===== src/rtl/adc_capture_buffer.sv =====
// ADC capture buffer: arms on start_i, fills a 2**Width-entry RAM with strobed samples, then holds it for readout.
// Optional build macro CAPTURE_DECIM_EN enables 2:1 decimation of the sample strobe during capture.
module adc_capture_buffer #(
  parameter int Width = 5,
  parameter int DataW = 12
) (
  input  logic             clk_i,
  input  logic             rst_i,
  input  logic             start_i,
  input  logic [DataW-1:0] sample_i,
  input  logic             sample_valid_i,
  input  logic [Width-1:0] rd_addr_i,
  output logic [DataW-1:0] rd_data_o,
  output logic [Width-1:0] wr_addr_o,
  output logic             busy_o,
  output logic             done_o,
  output logic             overflow_o
);

  typedef enum logic [1:0] {
    IDLE    = 2'd0,
    CAPTURE = 2'd1,
    DONE    = 2'd2
  } state_t;

  state_t           state_q, state_d;
  logic [Width-1:0] wr_addr_q, wr_addr_d;
  logic             overflow_q, overflow_d;
  logic             wr_en;
  logic             mem_we;
  logic [DataW-1:0] mem [0:(1<<Width)-1];

`ifdef CAPTURE_DECIM_EN
  logic phase_q, phase_d;
`endif

  always_comb begin
    state_d    = state_q;
    wr_addr_d  = wr_addr_q;
    overflow_d = overflow_q;
    wr_en      = 1'b0;
`ifdef CAPTURE_DECIM_EN
    phase_d    = phase_q;
`endif
    case (state_q)
      IDLE: begin
        if (start_i) begin
          state_d   = CAPTURE;
          wr_addr_d = '0;
`ifdef CAPTURE_DECIM_EN
          phase_d   = 1'b0;
`endif
        end
      end
      CAPTURE: begin
        // start_i is deliberately not decoded here: a capture runs to completion.
        if (sample_valid_i) begin
`ifdef CAPTURE_DECIM_EN
          phase_d = ~phase_q;
          wr_en   = ~phase_q;
`else
          wr_en   = 1'b1;
`endif
        end
        if (wr_en) begin
          wr_addr_d = wr_addr_q + 1'b1;
          if (wr_addr_q == '1) begin
            state_d = DONE;
          end
        end
      end
      DONE: begin
        // A restart wins over a coincident strobe; that strobe is neither written nor an overflow.
        if (start_i) begin
          state_d    = CAPTURE;
          wr_addr_d  = '0;
          overflow_d = 1'b0;
`ifdef CAPTURE_DECIM_EN
          phase_d    = 1'b0;
`endif
        end else if (sample_valid_i) begin
          overflow_d = 1'b1;
        end
      end
      default: begin
        state_d = IDLE;
      end
    endcase
  end

  always_ff @(posedge clk_i) begin
    if (rst_i) begin
      state_q    <= IDLE;
      wr_addr_q  <= '0;
      overflow_q <= 1'b0;
      busy_o     <= 1'b0;
      done_o     <= 1'b0;
`ifdef CAPTURE_DECIM_EN
      phase_q    <= 1'b0;
`endif
    end else begin
      state_q    <= state_d;
      wr_addr_q  <= wr_addr_d;
      overflow_q <= overflow_d;
      busy_o     <= (state_q == CAPTURE);
      done_o     <= (state_q == DONE);
`ifdef CAPTURE_DECIM_EN
      phase_q    <= phase_d;
`endif
    end
  end

  // RAM port: contents never reset; a reset edge suppresses the write.
  assign mem_we = wr_en & ~rst_i;

  always_ff @(posedge clk_i) begin
    if (mem_we) begin
      mem[wr_addr_q] <= sample_i;
    end
  end

  always_ff @(posedge clk_i) begin
    if (rst_i) begin
      rd_data_o <= '0;
    end else begin
      rd_data_o <= mem[rd_addr_i];
    end
  end

  assign wr_addr_o  = wr_addr_q;
  assign overflow_o = overflow_q;

endmodule


===== config.mk =====
export PLATFORM = sky130hd
export DESIGN_NAME = adc_capture_buffer
export DESIGN_NICKNAME = d
export VERILOG_FILES = /design/src/rtl/adc_capture_buffer.sv
export SDC_FILE = /design/constraint.sdc
export NUM_CORES = 1
export LEC_CHECK = 0
export CAP_MARGIN = 25
export CORE_ASPECT_RATIO = 1.2
export CORE_MARGIN = 5
export CORE_UTILIZATION = 25
export DETAILED_ROUTE_END_ITERATION = 8
export PLACE_DENSITY = 0.35
export SLEW_MARGIN = 20
export SYNTH_ARGS = -nofsm -noshare
export SYNTH_HDL_FRONTEND = slang
export SYNTH_SLANG_ARGS = --single-unit

===== constraint.sdc =====
create_clock -name clk_i -period 2.88 [get_ports clk_i]
set_clock_uncertainty 0.2 [all_clocks]
set_input_delay 0.432 -clock clk_i [delete_from_list [all_inputs] [get_ports clk_i]]
set_output_delay 0.432 -clock clk_i [all_outputs]
set_load 0.005 [all_outputs]

# Yosys cells after proc, flatten, opt, wreduce, memory -nomap -nowiden

Memory sizes are Yosys's and may differ from the RTL's. A register that Yosys moved wholly into a read port is not among the register bits.
Index checks and enable logic that the tools add are counted.

Register bits after elaboration: 10
Latch bits: 0
Bits in writable memories: 384
Memory bits (read-only): 0
Bits of input ports: 21
Output and inout bits: 20
Logic and storage cells: 36
Memories kept: 1

Add/sub/neg operators: 1
$mul: 0
Div/mod/pow operators: 0
Order comparisons: 0
Equal/unequal tests: 6
Shift operators: 0
Muxes and demuxes: 14
Bitwise operators: 2
Reductions and logical operators: 7

Memories:

| memory | depth | bits a word | read ports | clocked after memory_dff | write ports | RTL line | source |
|---|---|---|---|---|---|---|---|
| mem    | 32    | 12          | 1          | 1                        | 1           | 31       | `logic [DataW-1:0] mem [0:(1<<Width)-1];` |

Operators with widths:

| kind                | count |
|---|---|
| $mux 5              | 2 |
| $pmux 5 s2          | 1 |
| $mux 1              | 7 |
| $mux 2              | 3 |
| $reduce_and 3->1    | 2 |
| $add 5x1->5 const B | 1 |
| $eq 5x5->1 const B  | 1 |
| $ne 2x1->1 const B  | 2 |
| $pmux 2 s2          | 1 |
| $reduce_bool 2->1   | 2 |
| $eq 2x1->1 const B  | 1 |
| $eq 2x2->1 const B  | 1 |
| $logic_not 2->1     | 1 |
| $ne 2x2->1 const B  | 1 |
| $reduce_and 2->1    | 1 |
| $reduce_or 2->1     | 1 |
| $and 1x1->1         | 1 |
| $not 1->1           | 1 |

# Longest topological paths before layout

Depth in word-level cells: 6
Mapped depth: 8
Gate-level depth less buffers: 6

# Worst setup path after synthesis

No wires, ideal clock.

Kind: register to register
From: reg wr_addr_q[4], in the netlist wr_addr_o[4]
To: mem mem[16][0] (enable)
Arrival: 1.638 ns
Required time: 2.300 ns
Path slack: 0.662 ns
Cell stages (with the launch flop): 4
Cells stage by stage: dfxtp_1 > buf_1 > or3b_2 > nor2_1

RTL lines:

| element                | RTL line | source |
|---|---|---|
| start, declared        | 27       | `logic [Width-1:0] wr_addr_q, wr_addr_d;` |
| start signal, assigned | 103      | `wr_addr_q <= wr_addr_d;` |
| end, declared          | 31       |  |

Straight into the memory's write port.

# Worst setup path in the final report

From: reg wr_addr_q[2], in the netlist wr_addr_o[2]
To: out wr_addr_o[2]

RTL lines:

| element       | RTL line | source |
|---|---|---|
| end, declared | 14       | `output logic [Width-1:0] wr_addr_o,` |

No word-level cell between the ends.

==> metrics <==
status=complete, no violations; Worst Tran Pin Value=between 0.9 and 1 ns; number of flops mapped to enable cells by yosys=~380; clk buf depth=3; area share of and/or/nand/nor cells after synthesis=roughly 2.4%; Vias/cell=roughly 4.4; Die ar.=between 0.06 and 0.07 mm^2; flops & latches, synth=406; vias in the first global route=between 8,000 and 9,000; post-CTS sizing=0; Worst EP arrival=between 1.5 and 2 ns; syn_nets=760; hold_ws=0.2783 ns; H-tree depth=2; Syn Inst Count=roughly 730; drt first pass iters=5; required time of the critical path=~2.3 ns; dominant cell type by area after synthesis=edfxtp_1; per-cell routed wire length=~25 um; Yosys top cell area share=72.92%; Detailed Place HPWL=around 27,000 um; post-route clock period utilization=85.21%; Post-Synth XOR/XNOR Area=0.1108%; largest net degree at the start of global routing=between 40 and 50; CTS Hold Buffers Added=0; startpoint types=flop; Slowest Stage Delay on Critical Path=about 0.65 ns; # IOs=41; grt total ovfl=0; Worst setup EP type=output port; Starting Density=between 20% and 30%; Setup TNS=0 ns; Critical-path top delay cell=dfxtp_1; CTS tree=done; share of cells above drive strength 1=a little under a quarter; # rows=about 100; synth warn=0; Final setup viols=0; sequential share of the synthesized area=approximately three quarters; Post-DRT Antenna Nets=0; number of antenna violations at the first check in global routing=0; area grow syn2layout=18.98%; worst path cell trace=clkdlybuf4s50_1; Max-Slew Margin vs Limit=a little under two fifths; Synth Cell Area=~0.016 mm^2; peak supply drop=between 300 and 400 uV; Tmin final=roughly 2.5 ns; chip width=approximately 240 um; ys async rst share=0%; RSZ-0062 raised after global routing=no; synthesized area per cell=about 22 um^2; critical path peak fanout=12; pwr dens=between 600 and 700 mW/mm^2; Synth Area in Adders=less than 1%; first-pass GRT wire length=61,020 um; Final nets=roughly 870; GPL Wtd Cong=0.7581; die height=285.5 um; max-cap violations=0; port buffer count=40; Buf/Inv on CP=1; top-count cell post-synth=edfxtp_1; Pleak=between 6 and 7 nW; largest cells by area after synthesis=edfxtp_1, mux4_2, mux4_1; largest family of logic cells by synthesized area=multiplexers; worst setup path category=reg2out; Commonest cells post-synth=edfxtp_1, mux4_2, mux2i_1, nor2_1, mux4_1; clock latency on the worst-skew pair=0.56 ns; Max Freq=407.5 MHz; mux share of post-synthesis cell area=between 10% and 20%; postcts setup bufs=0; Vias=about 7,500; clk sink count=between 400 and 500; Tightest Hold Check Type=in2reg; initial drt markers=528; Antenna diodes=0; root buf cell=clkbuf_16; final hold vios=0; Top delay family on crit path=flip-flops; CTS clock-pin slew for the worst setup and hold paths=~0.06 ns; Yosys cell types=41; GR Util All Layers=12.45%; residual DRC count=0; DRT Wirelength=around 43,000 um; Num CTS Buffers=45; Top FF cell, synth=edfxtp_1; core footprint=0.06293 mm^2; Final Max Slew Viols=0; Synth Area in Compound Gates=approximately 3.3%
[kinds of logic (layout without fill, tap and decap cells)]
logic type                 after synthesis  after routing
buffers and inverters                   45            188
adders and majority gates                5              5
xor gates and xnor gates                 2              2
AOI/OAI and AO/OA                       64             64
and+or+nand+nor                         80             80
DFF                                    406            406
muxes                                  132            132
[cell usage in the layout, fill, tap and decap left out, types with 13 or more instances in the layout]
cell	instances
mux4_2	57
clkdlybuf4s50_1	37
nand2_1	13
dfxtp_1	22
nor2_1	43
clkbuf_16	45
mux4_1	27
buf_4	64
mux2i_1	48
edfxtp_1	384
[metal layers]
layer	vias to the layer above	wire length, um	track usage, %
met5	-	0	0
met4	0	857	2.825
met3	59	1759	2.343
met2	147	21810	21.98
met1	4015	18230	15.90
li1	3303	-	-
[worst paths after layout]
kind	startpoint	endpoint	slack (ns)	cells after the start
setup reg to reg	state_q[0]	mem[24][0]	0.78	6
hold reg to reg	state_q[1]	busy_o	0.31	1
setup / recovery	wr_addr_o[2]	wr_addr_o[2]	0.43	1
hold / removal	rst_i	busy_o	0.28	2
[area by class of cell]
cell class	count	area (um^2)
Timing Repair Buffer	108	975.9
Clock inverter	27	229.0
Inverter	4	15.01
Fill cell	6147	44120
Sequential cell	406	11970
Clock buffer	49	1141
Multi-Input combinational cell	283	3452
Tap cell	824	1031
[report_power, final]
part | total [mW] | switching, mW | internal [mW] | leakage [nW]
clock | 5.44 | 2.25 | 3.19 | 0.670
combinational | 0.635 | 0.386 | 0.249 | 1.75
sequential | 6.49 | 0.0126 | 6.48 | 3.63
[sequential cells by signal, indices dropped and copies added, names as in the netlist]
name,cells
wr_addr_o,5
overflow_o,1
mem,384
state_q,2
rd_data_o,12
done_o,1
busy_o,1
[through the flow]
stage | worst slack [ns] | std cells | utilization, % | total power [mW] | area (um^2)
after floorplan | 0.6622 | 734 | - | 6.934 | 15810
after global placement | 0.1649 | 1625 | 27.72 | 7.273 | 17450
after detailed placement | 0.1867 | 1625 | 27.72 | 7.274 | 17450
after CTS | 0.4010 | 1701 | 29.90 | 12.79 | 18820
after global routing | 0.3527 | 1701 | 29.90 | 13.05 | 18820
final | 0.4258 | 1701 | 29.90 | 12.57 | 18820
Power figures use the tool's default switching activity.
